--- config.mk ---
export PLATFORM = sky130hd
export DESIGN_NAME = mem_io_bridge
export DESIGN_NICKNAME = d
export VERILOG_FILES = /design/src/rtl/mem_io_pkg.sv /design/src/rtl/io_timer.sv /design/src/rtl/mem_io_bridge.sv
export SDC_FILE = /design/constraint.sdc
export NUM_CORES = 1
export LEC_CHECK = 0
export CORE_UTILIZATION = 33
export CTS_CLUSTER_SIZE = 28
export DETAILED_ROUTE_END_ITERATION = 8
export GPL_TIMING_DRIVEN = 0
export PLACE_DENSITY_LB_ADDON = 0.25
export SLEW_MARGIN = 20
export SYNTH_ARGS = -nofsm -noshare
export SYNTH_HDL_FRONTEND = slang
export SYNTH_HIERARCHICAL = 1
export SYNTH_SLANG_ARGS = --single-unit
--- constraint.sdc ---
create_clock -name clk -period 1.4 [get_ports clk]
set_input_delay 0.21 -clock clk [delete_from_list [all_inputs] [get_ports clk]]
set_output_delay 0.21 -clock clk [all_outputs]
set_load 0.01 [all_outputs]
--- src/rtl/mem_io_pkg.sv ---
// Shared encodings for the memory-side bridge: bus commands, I/O addresses, decode selects.
// Pure definitions, no logic; latency and backpressure are not applicable.
package mem_io_pkg;

    typedef enum logic [1:0] {
        MNONE  = 2'b00,
        MREAD  = 2'b01,
        MWRITE = 2'b10
    } mem_cmd_e;

    localparam logic [8:0] ADDR_LED    = 9'h100;
    localparam logic [8:0] ADDR_SW     = 9'h140;
    localparam logic [8:0] ADDR_TCOUNT = 9'h180;
    localparam logic [8:0] ADDR_TCMP   = 9'h181;
    localparam logic [8:0] ADDR_TSTAT  = 9'h182;

    typedef enum logic [2:0] {
        SEL_RAM,
        SEL_LED,
        SEL_SW,
        SEL_TCNT,
        SEL_TCMP,
        SEL_TSTAT,
        SEL_NONE
    } sel_e;

    // Timer selects are always decoded; a build without the timer simply never acts on them.
    function automatic sel_e addr_decode(input logic [8:0] addr);
        sel_e sel;
        if (!addr[8])                 sel = SEL_RAM;
        else if (addr == ADDR_LED)    sel = SEL_LED;
        else if (addr == ADDR_SW)     sel = SEL_SW;
        else if (addr == ADDR_TCOUNT) sel = SEL_TCNT;
        else if (addr == ADDR_TCMP)   sel = SEL_TCMP;
        else if (addr == ADDR_TSTAT)  sel = SEL_TSTAT;
        else                          sel = SEL_NONE;
        return sel;
    endfunction

endpackage

--- src/rtl/io_timer.sv ---
// Prescaled 16-bit up-counter with compare register and sticky match flag.
// Loads/clears land on the ending edge; no backpressure (always accepts strobes).
module io_timer #(
    parameter int unsigned PRESCALE = 1
) (
    input  logic        clk,
    input  logic        reset,
    input  logic        cnt_load,
    input  logic        cmp_load,
    input  logic        stat_clr,
    input  logic [15:0] load_data,
    output logic [15:0] tcount,
    output logic [15:0] tcmp,
    output logic        tstat
);

    localparam int unsigned PW = (PRESCALE > 1) ? $clog2(PRESCALE) : 1;

    logic [PW-1:0] pcnt;
    logic [15:0]   tcount_inc;
    logic          wrap;
    logic          match;

    assign wrap       = (pcnt == PW'(PRESCALE - 1));
    assign tcount_inc = tcount + 16'd1;
    // A CPU load of TCOUNT pre-empts the increment, so it also pre-empts the match.
    assign match      = wrap && !cnt_load && (tcount_inc == tcmp);

    always_ff @(posedge clk or negedge reset) begin
        if (!reset) begin
            pcnt   <= '0;
            tcount <= '0;
        end else if (cnt_load) begin
            pcnt   <= '0;
            tcount <= load_data;
        end else if (wrap) begin
            pcnt   <= '0;
            tcount <= tcount_inc;
        end else begin
            pcnt   <= pcnt + 1'b1;
        end
    end

    always_ff @(posedge clk or negedge reset) begin
        if (!reset) begin
            tcmp  <= 16'hFFFF;
            tstat <= 1'b0;
        end else begin
            if (cmp_load)
                tcmp <= load_data;
            if (match)
                tstat <= 1'b1;
            else if (stat_clr)
                tstat <= 1'b0;
        end
    end

endmodule

--- src/rtl/mem_io_bridge.sv ---
// CPU memory bridge: RAM pass-through, LED reg, synchronised switches, optional timer (MEM_IO_TIMER_EN).
// Reads combinational (0 cycles), writes on the ending edge; no backpressure, CPU holds each command.
module mem_io_bridge
    import mem_io_pkg::*;
#(
    parameter int unsigned PRESCALE = 1
) (
    input  logic        clk,
    input  logic        reset,
    input  logic [1:0]  mem_cmd,
    input  logic [8:0]  mem_addr,
    input  logic [15:0] write_data,
    output logic [15:0] read_data,
    output logic [7:0]  ram_addr,
    output logic [15:0] ram_din,
    output logic        ram_we,
    input  logic [15:0] ram_dout,
    input  logic [7:0]  sw,
    output logic [7:0]  led,
    output logic        timer_irq
);

    sel_e       sel;
    logic       is_rd;
    logic       is_wr;
    logic [7:0] sw_sync1;
    logic [7:0] sw_sync2;

    assign sel   = addr_decode(mem_addr);
    assign is_rd = (mem_cmd == MREAD);
    assign is_wr = (mem_cmd == MWRITE);

    assign ram_addr = mem_addr[7:0];
    assign ram_din  = write_data;
    assign ram_we   = reset && is_wr && (sel == SEL_RAM);

    always_ff @(posedge clk or negedge reset) begin
        if (!reset)
            led <= '0;
        else if (is_wr && sel == SEL_LED)
            led <= write_data[7:0];
    end

    always_ff @(posedge clk or negedge reset) begin
        if (!reset) begin
            sw_sync1 <= '0;
            sw_sync2 <= '0;
        end else begin
            sw_sync1 <= sw;
            sw_sync2 <= sw_sync1;
        end
    end

`ifdef MEM_IO_TIMER_EN
    logic [15:0] tcount;
    logic [15:0] tcmp;
    logic        tstat;

    io_timer #(
        .PRESCALE (PRESCALE)
    ) u_timer (
        .clk       (clk),
        .reset     (reset),
        .cnt_load  (is_wr && sel == SEL_TCNT),
        .cmp_load  (is_wr && sel == SEL_TCMP),
        .stat_clr  (is_wr && sel == SEL_TSTAT && write_data[0]),
        .load_data (write_data),
        .tcount    (tcount),
        .tcmp      (tcmp),
        .tstat     (tstat)
    );

    assign timer_irq = tstat;
`else
    logic [31:0] unused_prescale;

    assign unused_prescale = 32'(PRESCALE);
    assign timer_irq       = 1'b0;
`endif

    always_comb begin
        read_data = '0;
        if (is_rd) begin
            case (sel)
                SEL_RAM:   read_data = ram_dout;
                SEL_LED:   read_data = {8'h00, led};
                SEL_SW:    read_data = {8'h00, sw_sync2};
`ifdef MEM_IO_TIMER_EN
                SEL_TCNT:  read_data = tcount;
                SEL_TCMP:  read_data = tcmp;
                SEL_TSTAT: read_data = {15'b0, tstat};
`endif
                default:   read_data = '0;
            endcase
        end
    end

endmodule

==> flow_summary.yaml, run 1 <==
outcome:
  failed_checks: "hold timing, setup timing"
  run_status: "finished, violations left"
sta:
  fin_worst_skew_ps: 5.33
  period_share_pct: 101
  setup_ws_ps: -15.1
  setup-violations-final: 3
  hold-worst-slack_ps: -0.216
  final.min_clock_period_ps: 1420
  final_hold_viol_count: 1
  fmax_ghz: 0.707
  finalMaxSlewViolations: 0
  grt_setup_unrepaired: "true"
global_routing:
  number_of_antenna_violations_at_the_first_check_in_global_routing: 0
  grt_util_all_layers_pct: 17.6
  grt_start_max_net_pins: 25
  via_count_of_the_first_global_routing_pass: 1141
  grt_pass1_wl_um: 5380
  grt-ovfl-total: 0
routing:
  detailroute.via_count: 1219
  totalWireLength_um: 3560
  antenna_violating_nets_post_route: 0
  drcViolationCount: 0
  drt_first_iter_violations: 12
  firstDrtPassIters: 4
  viasPerCell: 4.48
  detail_routed_net_length_per_standard_cell_um: 13.1
yosys:
  synth_cell_types: 18
  synth.area.top_cells: "sky130_fd_sc_hd__dfrtp_1 (47%), sky130_fd_sc_hd__buf_4 (15%), sky130_fd_sc_hd__mux2_2 (7.0%), sky130_fd_sc_hd__o211ai_1 (4.7%), sky130_fd_sc_hd__nand2b_1 (4.4%)"
  synth-edff-count: 0
  synth.net_count: 169
  synth_flop_cell: "sky130_fd_sc_hd__dfrtp_1"
  synth_largest_type_area_fraction_pct: 46.7
  mappedNetlistArea_mm2: 0.00128
  synth_warnings: 6
  async_flop_share_pct: 100
  synth_seq_area_share_pct: 46.7
  post_synth.cell_area_avg_um2: 11.1
  synthMostInstantiatedCell: "sky130_fd_sc_hd__buf_4"
  top_cells_by_count_synth: "sky130_fd_sc_hd__buf_4 (25), sky130_fd_sc_hd__dfrtp_1 (24), sky130_fd_sc_hd__nand2b_1 (9)"
  post-synth-top-area-cell: "sky130_fd_sc_hd__dfrtp_1"
  synth-seq-cells: 24
  syn-instance-count: 116
floorplanning:
  num_rows: 22
  overall_die_height_um: 64.4
  core_area_mm2: 0.00369
  top_level_ports: 103
  initial_core_util_pct: 34.8
  die-area_mm2: 0.00415
  die_w_um: 64.4
power_and_ir_drop:
  ir_drop_worst_vdd_uv: 804
  power_mw: 1.71
  power_frac_clock_pct: 34.8
  power.share.switching_pct: 20.9
  p_leak_nw: 1.22
  combinationalPowerShare_pct: 22.7
  share_seq_of_total_power_pct: 42.5
  power_report.internal_total_mw: 1.35
  power.net_switching_mw: 0.358
  pwr_density_cell_mw_per_mm2: 716
worst_setup_path:
  worst-r2r-cell-count: 2
  start_kind: "register"
  crit_arrival_ps: 1210
  r2r-start: "led[5]$_DFFE_PN0P_"
  critPathCaptureType: "output port"
  timing.critical_path.fanout_max: 3
  cp_cell_sequence: "nor2b_1 > o211ai_1 > a21oi_1 > buf_2"
  slowest_delay_ps: 410
  worst_r2r_endpoint: "led[5]$_DFFE_PN0P_"
  worst-endpoint-required_ps: 1190
  worst-setup-path-type: "register to output port"
  reg2reg_setup_slack_ps: 510
  critical_path.slowest_cell: "sky130_fd_sc_hd__dfrtp_1"
clock_tree:
  insertion_delay_ps: 270
  htree_levels: 1
  clk_pin_slew_worst_paths_ps: 80
  clock_tree.root_cell: "sky130_fd_sc_hd__clkbuf_8"
  clock_tree_from_tritoncts: "built"
  ctsLongestPathBuffers: 2
  clock_sink_count: 24
  cts_buffers: 3
flow_run:
  drv_cap: 0
finish:
  finish.net_count: 278
  filler_cell_count: 326
  ratio_of_cells_with_drive_above_1_in_the_final_layout_pct: 35.3
  finish.utilization_pct: 64.7
  area_delta_synth_final_pct: 85.7
  antenna_cells: 0
  design_area_mm2: 0.00239
placement:
  port_buffer_count: 93
  replace_congestion: 0.724
  post-dp-hpwl_um: 2690
  place_area_mm2: 0.00228
worst_hold_path:
  worst_hold_class: "primary input to async pin"
==> worst max-delay path: cells and delay by family (launching register included) <==
family                 cells  cell delay (ps)
DFF                        1              410
buffers and inverters      1              140
and+or+nand+nor            1              140
AOI/OAI and AO/OA          2              250
==> final cells by class <==
type                            count  area (µm²)  share of cell area, %
Clock buffer                        3        41.3                   1.73
Buffer                             27         200                   8.39
Tap cell                           48        60.1                   2.52
Timing Repair Buffer              105         942                   39.5
Sequential cell                    24         601                   25.2
Clock inverter                      1        30.0                   1.26
Multi-Input combinational cell     64         512                   21.4
==> registers in the layout, summed over array words and instances, names as in the netlist <==
| name | cells |
|---|---|
| sw_sync1 | 8 |
| led | 8 |
| sw_sync2 | 8 |
==> layout by cell type (no fill, tap or decap), drive strengths merged, types with 8 or more instances in the layout <==
cell,count
nor2b,8
dfrtp,24
buf,57
o211ai,8
and3,8
a21oi,8
nand2b,9
dlygate4sd2,21
clkdlybuf4s50,48
and2,8
mux2,8
==> power by group through the flow <==
stage	Clock, mW	Sequential [mW]	Combinational (mW)
global placement	0	0.740	0.390
finish	0.595	0.726	0.389
floorplan	0	0.740	0.129
detailed placement	0	0.741	0.397
CTS	0.597	0.727	0.390
global route	0.643	0.729	0.417
==> what timing repair did <==
item | 4_1_cts | 5_1_grt
hold endpoints to repair | 24 | 0
setup endpoints to repair | 46 | 18
cloned | 2 | 0
pin swaps | 10 | 12
gates resized for setup | 123 | 9
buffers inserted | 5 | 4
hold buffers | 1 | 0
==> per-layer routing <==
metal / GRT usage, % / wire length [µm]
met1: 18.0 / 1300
met2: 32.8 / 1870
met3: 4.11 / 317
met4: 9.17 / 82
met5: 0 / 0
==> cell families (layout without fill, tap and decap cells) <==
group                  count (synthesis)  count (layout)  share of synthesized area (%)
muxes                                  8               8                           7.01
other                                  1               1                          0.292
and+or+nand+nor                       39              39                           22.6
DFF                                   24              24                           46.7
buffers and inverters                 28             136                           15.6
AOI/OAI and AO/OA                     16              16                           7.79
==> worst max path at each step <==
stage	from	end	slack [ps]	cells past startpoint
after floorplan	mem_addr[7]	led[0]$_DFFE_PN0P_	110	3
after global placement	mem_addr[8]	read_data[4]	-1140	5
after detailed placement	mem_addr[8]	read_data[4]	-1180	5
after CTS	led[4]$_DFFE_PN0P_	read_data[4]	-40	4
after global routing	mem_addr[0]	read_data[2]	-120	6
final	led[4]$_DFFE_PN0P_	read_data[4]	-20	4
==> per-stage QoR <==
stage | instances | setup TNS [ps] | setup WS, ps | hold slack (ps)
after floorplan | 116 | 0 | 112 | -85.6
after global placement | 257 | -26450 | -1140 | 335
after detailed placement | 257 | -27810 | -1180 | 337
after CTS | 268 | -152 | -41.4 | 358
after global routing | 272 | -667 | -121 | 47.6
final | 272 | -30.0 | -15.1 | -0.216
Power figures use the tool's default switching activity.
==> run 2: changes to the inputs <==
CORE_MARGIN = 5   (was default)
==> run 2 against run 1 <==
  * Hold slack improved by 26 ps
  * The flow finishes with violations (setup timing)
  * Die area increased by 26%
  * Maximum frequency decreased by 1.5%
  * Flip-flop and latch count unchanged
  * Clock skew decreased by 4.7 ps
  * Combinational power increased by 2%
  * Register-to-register slack about the same
  * Utilization decreased by 1.2 points
  * Sequential share of layout area increased by 0.29 points
  * Final cell count unchanged
  * Critical path type unchanged
  * Sequential power about the same
  * Via count decreased by 2.2%
==> flow_summary.yaml, run 2 (synthesis gave the netlist of run 1 again) <==
worst_setup_path:
  timing.critical_path.fanout_max: 3
  critPathCaptureType: "output port"
  cp_num_buf_inv: 1
  worst-endpoint-required_ps: 1190
  path_delay_family: "flip-flops"
  reg2reg_setup_slack_ps: 500
  critical_path.slowest_cell: "sky130_fd_sc_hd__dfrtp_1"
  crit_arrival_ps: 1230
  cp_cell_sequence: "nor2b_1 > o211ai_1 > a21oi_1 > buf_2"
  start_kind: "register"
  worst-setup-path-type: "register to output port"
  slowest_delay_ps: 400
sta:
  period_share_pct: 103
  fmax_ghz: 0.696
  grt_setup_unrepaired: "true"
  final.min_clock_period_ps: 1440
  setup_ws_ps: -37.1
  setup-violations-final: 4
  final_hold_viol_count: 0
  fin_worst_skew_ps: 0.674
  finalMaxSlewViolations: 0
floorplanning:
  die_w_um: 72.4
  num_rows: 22
  initial_core_util_pct: 34.6
  die-area_mm2: 0.00524
  overall_die_height_um: 72.4
  core_area_mm2: 0.00372
  top_level_ports: 103
finish:
  most_common_cell_after_layout_fill_and_taps_aside: "sky130_fd_sc_hd__clkdlybuf4s50_1"
  final_cell_mix: "sky130_fd_sc_hd__clkdlybuf4s50_1 (50), sky130_fd_sc_hd__buf_4 (37), sky130_fd_sc_hd__dfrtp_1 (24), sky130_fd_sc_hd__dlygate4sd2_1 (14), sky130_fd_sc_hd__buf_2 (13)"
  design_area_mm2: 0.00236
  area_delta_synth_final_pct: 83.5
  finish.utilization_pct: 63.5
  ratio_of_cells_with_drive_above_1_in_the_final_layout_pct: 37.5
  antenna_cells: 0
  finish.net_count: 279
  reg.largest.list: "led: 8 flops, sw_sync1: 8 flops, sw_sync2: 8 flops"
outcome:
  run_status: "finished, violations left"
  failed_checks: "setup timing"
clock_tree:
  cts_buffers: 3
  clock_tree.root_cell: "sky130_fd_sc_hd__clkbuf_8"
  clk_pin_slew_worst_paths_ps: 70
  insertion_delay_ps: 250
  ctsLongestPathBuffers: 2
  clock_tree_from_tritoncts: "built"
  clock_sink_count: 24
  htree_levels: 1
placement:
  post-dp-hpwl_um: 3130
  post-place-ws_ps: -1140
  replace_congestion: 0.831
  port_buffer_count: 93
  place_area_mm2: 0.00228
routing:
  detail_routed_net_length_per_standard_cell_um: 14.7
  detailroute.via_count: 1192
  firstDrtPassIters: 4
  viasPerCell: 4.38
  antenna_violating_nets_post_route: 0
  totalWireLength_um: 4000
  drcViolationCount: 0
  drt_first_iter_violations: 17
power_and_ir_drop:
  pwr_density_cell_mw_per_mm2: 634
  p_leak_nw: 1.19
  ir_drop_worst_vdd_uv: 586
  power_mw: 1.50
worst_hold_path:
  worst_hold_class: "primary input to async pin"
global_routing:
  grt_util_all_layers_pct: 15.4
  grt_start_max_net_pins: 25
  via_count_of_the_first_global_routing_pass: 1253
  grt-ovfl-total: 0
  grt_pass1_wl_um: 6340
  number_of_antenna_violations_at_the_first_check_in_global_routing: 0
flow_run:
  drv_cap: 0
## run 2: cell types whose count changed in the layout (fill, tap and decap cells not counted), sizes merged
cell and delta:
dlygate4sd2 -7, clkbuf +5, clkdlybuf4s50 +2, buf +1, bufinv -1
## run 2: layout make-up
class                           instances  area (µm²)
Timing Repair Buffer                  106         936
Tap cell                               48        60.1
Buffer                                 27         206
Multi-Input combinational cell         64         514
Fill cell                             315        1360
Sequential cell                        24         601
Clock buffer                            3        41.3
## run 2: metrics by stage
step	TNS (ps)	cells	hold slack [ps]
2_1_floorplan	0	116	-85.6
3_3_place_gp	-25740	257	335
3_5_place_dp	-28000	257	336
4_1_cts	-95.2	271	352
5_1_grt	-506	272	79.7
6_report	-60.8	272	26.0
## run 2: worst reg2reg max path, cell delays in order, from the launching register on
cell                      delay [ps]
sky130_fd_sc_hd__dfrtp_1         400
sky130_fd_sc_hd__buf_4           140
sky130_fd_sc_hd__mux2_2          250
## run 2: path summary, 6_finish.rpt
check                      depth (start not counted)               endpoint             startpoint
min in group clk                                   0  sw_sync2[1]$_DFF_PN0_  sw_sync1[1]$_DFF_PN0_
setup reg to reg                                   2     led[7]$_DFFE_PN0P_     led[7]$_DFFE_PN0P_
hold / removal                                     2  sw_sync1[6]$_DFF_PN0_                  reset
max in group asynchronous                          2     led[6]$_DFFE_PN0P_                  reset
setup / recovery                                   4           read_data[1]     led[1]$_DFFE_PN0P_
hold reg to reg                                    0  sw_sync2[1]$_DFF_PN0_  sw_sync1[1]$_DFF_PN0_
## run 2: metal layers
layer,routed length (µm),share of wire (%),track usage [%],up-vias
li1,-,-,-,586
met4,10,0.25,3.69,0
met1,1540,38,18.3,546
met2,2080,52,28.5,58
met3,373,9.3,3.05,2
met5,0,0,0,-
## run 2: timing repair
action | CTS | global route
pin swaps | 21 | 5
buffers inserted | 9 | 1
endpoints found under the setup margin | 44 | 18
gates resized for setup | 126 | 19
hold endpoints to repair | 24 | 0
hold buffers | 1 | 0
gates cloned | 2 | 0
## run 2: power by group
group          internal [mW]  switching (mW)  leakage [nW]
Clock                  0.191           0.180        0.0216
Combinational          0.255           0.143         0.875
Sequential             0.720         0.00742         0.298
Total                   1.17           0.330          1.19
==> run 3: changes to the inputs <==
ABC_AREA = 1   (was default)
CORE_UTILIZATION = 34   (was 33)
==> run 3 against run 2 <==
  * The run still ends with setup timing left
  * Clock power grew 63%
  * Sequential share of layout area down 2.9 points
  * Combinational power up 9.5%
  * Routed wire length increased by 15%
  * Synthesized cell count increased by 41%
  * Final cell count increased by 19%
  * Hold slack gained 330 ps
  * Via count rose by 21%
  * Global-route usage rose by 1.7 points
  * Non-clock buffer count rose by 1
  * Critical endpoint is now read_data[6]
==> flow_summary.yaml, run 3 <==
power_and_ir_drop:
  power_frac_clock_pct: 34.1
  combinationalPowerShare_pct: 24.6
  p_leak_nw: 1.42
  power_report.internal_total_mw: 1.36
  power_mw: 1.77
  power.net_switching_mw: 0.410
  power.share.switching_pct: 23.1
  ir_drop_worst_vdd_uv: 384
  share_seq_of_total_power_pct: 41.3
  pwr_density_cell_mw_per_mm2: 665
outcome:
  failed_checks: "setup timing"
  run_status: "finished, violations left"
sta:
  fin_worst_skew_ps: 3.19
  setup-violations-final: 8
  totalNegativeSetupSlack_ps: -379
  grt_setup_unrepaired: "true"
  period_share_pct: 105
  final_hold_viol_count: 0
  final.min_clock_period_ps: 1470
  fmax_ghz: 0.682
  hold-worst-slack_ps: 353
  setup_ws_ps: -66.4
  finalMaxSlewViolations: 0
worst_setup_path:
  critPathCaptureType: "output port"
  timing.critical_path.fanout_max: 5
  worst-endpoint-required_ps: 1190
  worst-setup-path-type: "primary input to output port"
  start_kind: "primary input"
  crit_arrival_ps: 1260
placement:
  post-dp-hpwl_um: 3310
  port_buffer_count: 93
  post-place-ws_ps: -1060
  numPlacedInstances: 306
  replace_congestion: 0.715
  place_area_mm2: 0.00236
routing:
  firstDrtPassIters: 4
  totalWireLength_um: 4590
  antenna_violating_nets_post_route: 0
  viasPerCell: 4.44
  drt_first_iter_violations: 18
  drcViolationCount: 0
  detailroute.via_count: 1444
  detail_routed_net_length_per_standard_cell_um: 14.1
floorplanning:
  top_level_ports: 103
  core_area_mm2: 0.00394
  die-area_mm2: 0.00537
  num_rows: 23
  die_w_um: 73.3
  overall_die_height_um: 73.3
  initial_core_util_pct: 34.6
finish:
  antenna_cells: 0
  final_cell_mix: "sky130_fd_sc_hd__clkdlybuf4s50_1 (48), sky130_fd_sc_hd__buf_4 (32), sky130_fd_sc_hd__inv_1 (25), sky130_fd_sc_hd__dfrtp_1 (24), sky130_fd_sc_hd__nand2_1 (23)"
  filler_cell_count: 329
  finish.net_count: 329
  design_area_mm2: 0.00266
  ratio_of_cells_with_drive_above_1_in_the_final_layout_pct: 42.5
  reg.largest.list: "led: 8 flops, sw_sync1: 8 flops, sw_sync2: 8 flops"
  multi_input_area_um2: 604
  most_common_cell_after_layout_fill_and_taps_aside: "sky130_fd_sc_hd__clkdlybuf4s50_1"
  area_delta_synth_final_pct: 95.3
  final_cells: 325
  finish.utilization_pct: 67.5
  final-seq-area_um2: 601
yosys:
  synthMostInstantiatedCell: "sky130_fd_sc_hd__inv_1"
  synth.area.top_cells: "sky130_fd_sc_hd__dfrtp_1 (44%), sky130_fd_sc_hd__buf_4 (14%), sky130_fd_sc_hd__nand3_1 (8.8%), sky130_fd_sc_hd__inv_1 (8.0%), sky130_fd_sc_hd__nand2_1 (7.4%)"
  syn-instance-count: 163
  synth_seq_area_share_pct: 44.1
  post_synth_xor_area_fraction_pct: 0
  synth-seq-cells: 24
  synth-simple-area-share_pct: 26.0
  synth_flop_cell: "sky130_fd_sc_hd__dfrtp_1"
  synth_cell_types: 16
  yosys.area_share.adder_pct: 0
  post_synth_mux_area_share_pct: 0
  synth-edff-count: 0
  dominant_combinational_cell_family_by_area_after_synthesis: "simple AND/OR/NAND/NOR gates"
  post-synth-top-area-cell: "sky130_fd_sc_hd__dfrtp_1"
  top_cells_by_count_synth: "sky130_fd_sc_hd__inv_1 (29), sky130_fd_sc_hd__nand2_1 (27), sky130_fd_sc_hd__buf_4 (25)"
  post_synth.cell_area_avg_um2: 8.36
  synth_largest_type_area_fraction_pct: 44.1
  synth.net_count: 216
  area_fraction_in_compound_gates_after_synthesis_pct: 5.14
  async_flop_share_pct: 100
  synth_warnings: 6
  mappedNetlistArea_mm2: 0.00136
clock_tree:
  ctsLongestPathBuffers: 2
  clk_pin_slew_worst_paths_ps: 80
  clock_tree.root_cell: "sky130_fd_sc_hd__clkbuf_8"
  clock_sink_count: 24
  htree_levels: 1
  cts_buffers: 3
  insertion_delay_ps: 270
  clock_tree_from_tritoncts: "built"
global_routing:
  number_of_antenna_violations_at_the_first_check_in_global_routing: 0
  via_count_of_the_first_global_routing_pass: 1496
  grt_start_max_net_pins: 26
  grt_pass1_wl_um: 6930
  grt_util_all_layers_pct: 17.1
  grt-ovfl-total: 0
worst_hold_path:
  worst_hold_class: "register to register"
flow_run:
  drv_cap: 0
==> run 3: logic make-up (layout without fill, tap and decap cells) <==
| family | Yosys count | after routing |
|---|---|---|
| buffers and inverters | 60 | 171 |
| other | 1 | 1 |
| DFF | 24 | 24 |
| AOI/OAI and AO/OA | 8 | 8 |
| and+or+nand+nor | 70 | 71 |
==> run 3: routing by layer <==
| layer | wire [µm] | up-vias | global-route usage (%) |
|---|---|---|---|
| li1 | - | 691 | - |
| met2 | 2310 | 83 | 30.3 |
| met3 | 534 | 7 | 4.24 |
| met5 | 0 | - | 0 |
| met4 | 84 | 0 | 7.04 |
| met1 | 1660 | 663 | 19.5 |
==> run 3: path summary, 6_finish.rpt <==
check                                       from                    end  slack (ps)  cells after the start
max                                  mem_addr[1]           read_data[6]         -70                      9
min                        sw_sync1[0]$_DFF_PN0_  sw_sync2[0]$_DFF_PN0_         350                      0
max reg2reg                   led[6]$_DFFE_PN0P_     led[6]$_DFFE_PN0P_         520                      4
min reg2reg                sw_sync1[0]$_DFF_PN0_  sw_sync2[0]$_DFF_PN0_         350                      0
max in group asynchronous                  reset  sw_sync1[5]$_DFF_PN0_         740                      3
min in group asynchronous                  reset     led[2]$_DFFE_PN0P_         510                      3
==> run 3: power by group through the flow <==
stage	registers (mW)	clock network [mW]	logic, mW
after floorplan	0.741	0	0.149
after global placement	0.741	0	0.408
after detailed placement	0.743	0	0.414
after CTS	0.731	0.614	0.420
after global routing	0.734	0.645	0.470
final	0.731	0.604	0.436
==> run 3: critical path, cell delays in order <==
cell and delay, ps:
sky130_fd_sc_hd__buf_6 90, sky130_fd_sc_hd__or2_4 260, sky130_fd_sc_hd__nor2_8 160, sky130_fd_sc_hd__buf_6 160
sky130_fd_sc_hd__nand3_2 80, sky130_fd_sc_hd__nand3_2 70, sky130_fd_sc_hd__nand2_1 50, sky130_fd_sc_hd__inv_1 60
sky130_fd_sc_hd__buf_2 120
==> run 3: timing repair <==
item,CTS,global route
cloned,2,0
pin swaps,17,10
endpoints found under the setup margin,41,17
buffers inserted,8,3
hold endpoints to repair,24,24
gates resized for setup,145,9
==> run 3: cell type report <==
| class | count | area share [%] |
|---|---|---|
| Timing Repair Buffer | 107 | 37.1 |
| Buffer | 27 | 7.90 |
| Inverter | 33 | 4.65 |
| Sequential cell | 24 | 22.6 |
| Tap cell | 50 | 2.35 |
| Clock buffer | 3 | 1.55 |
| Multi-Input combinational cell | 80 | 22.7 |
| Clock inverter | 1 | 1.13 |
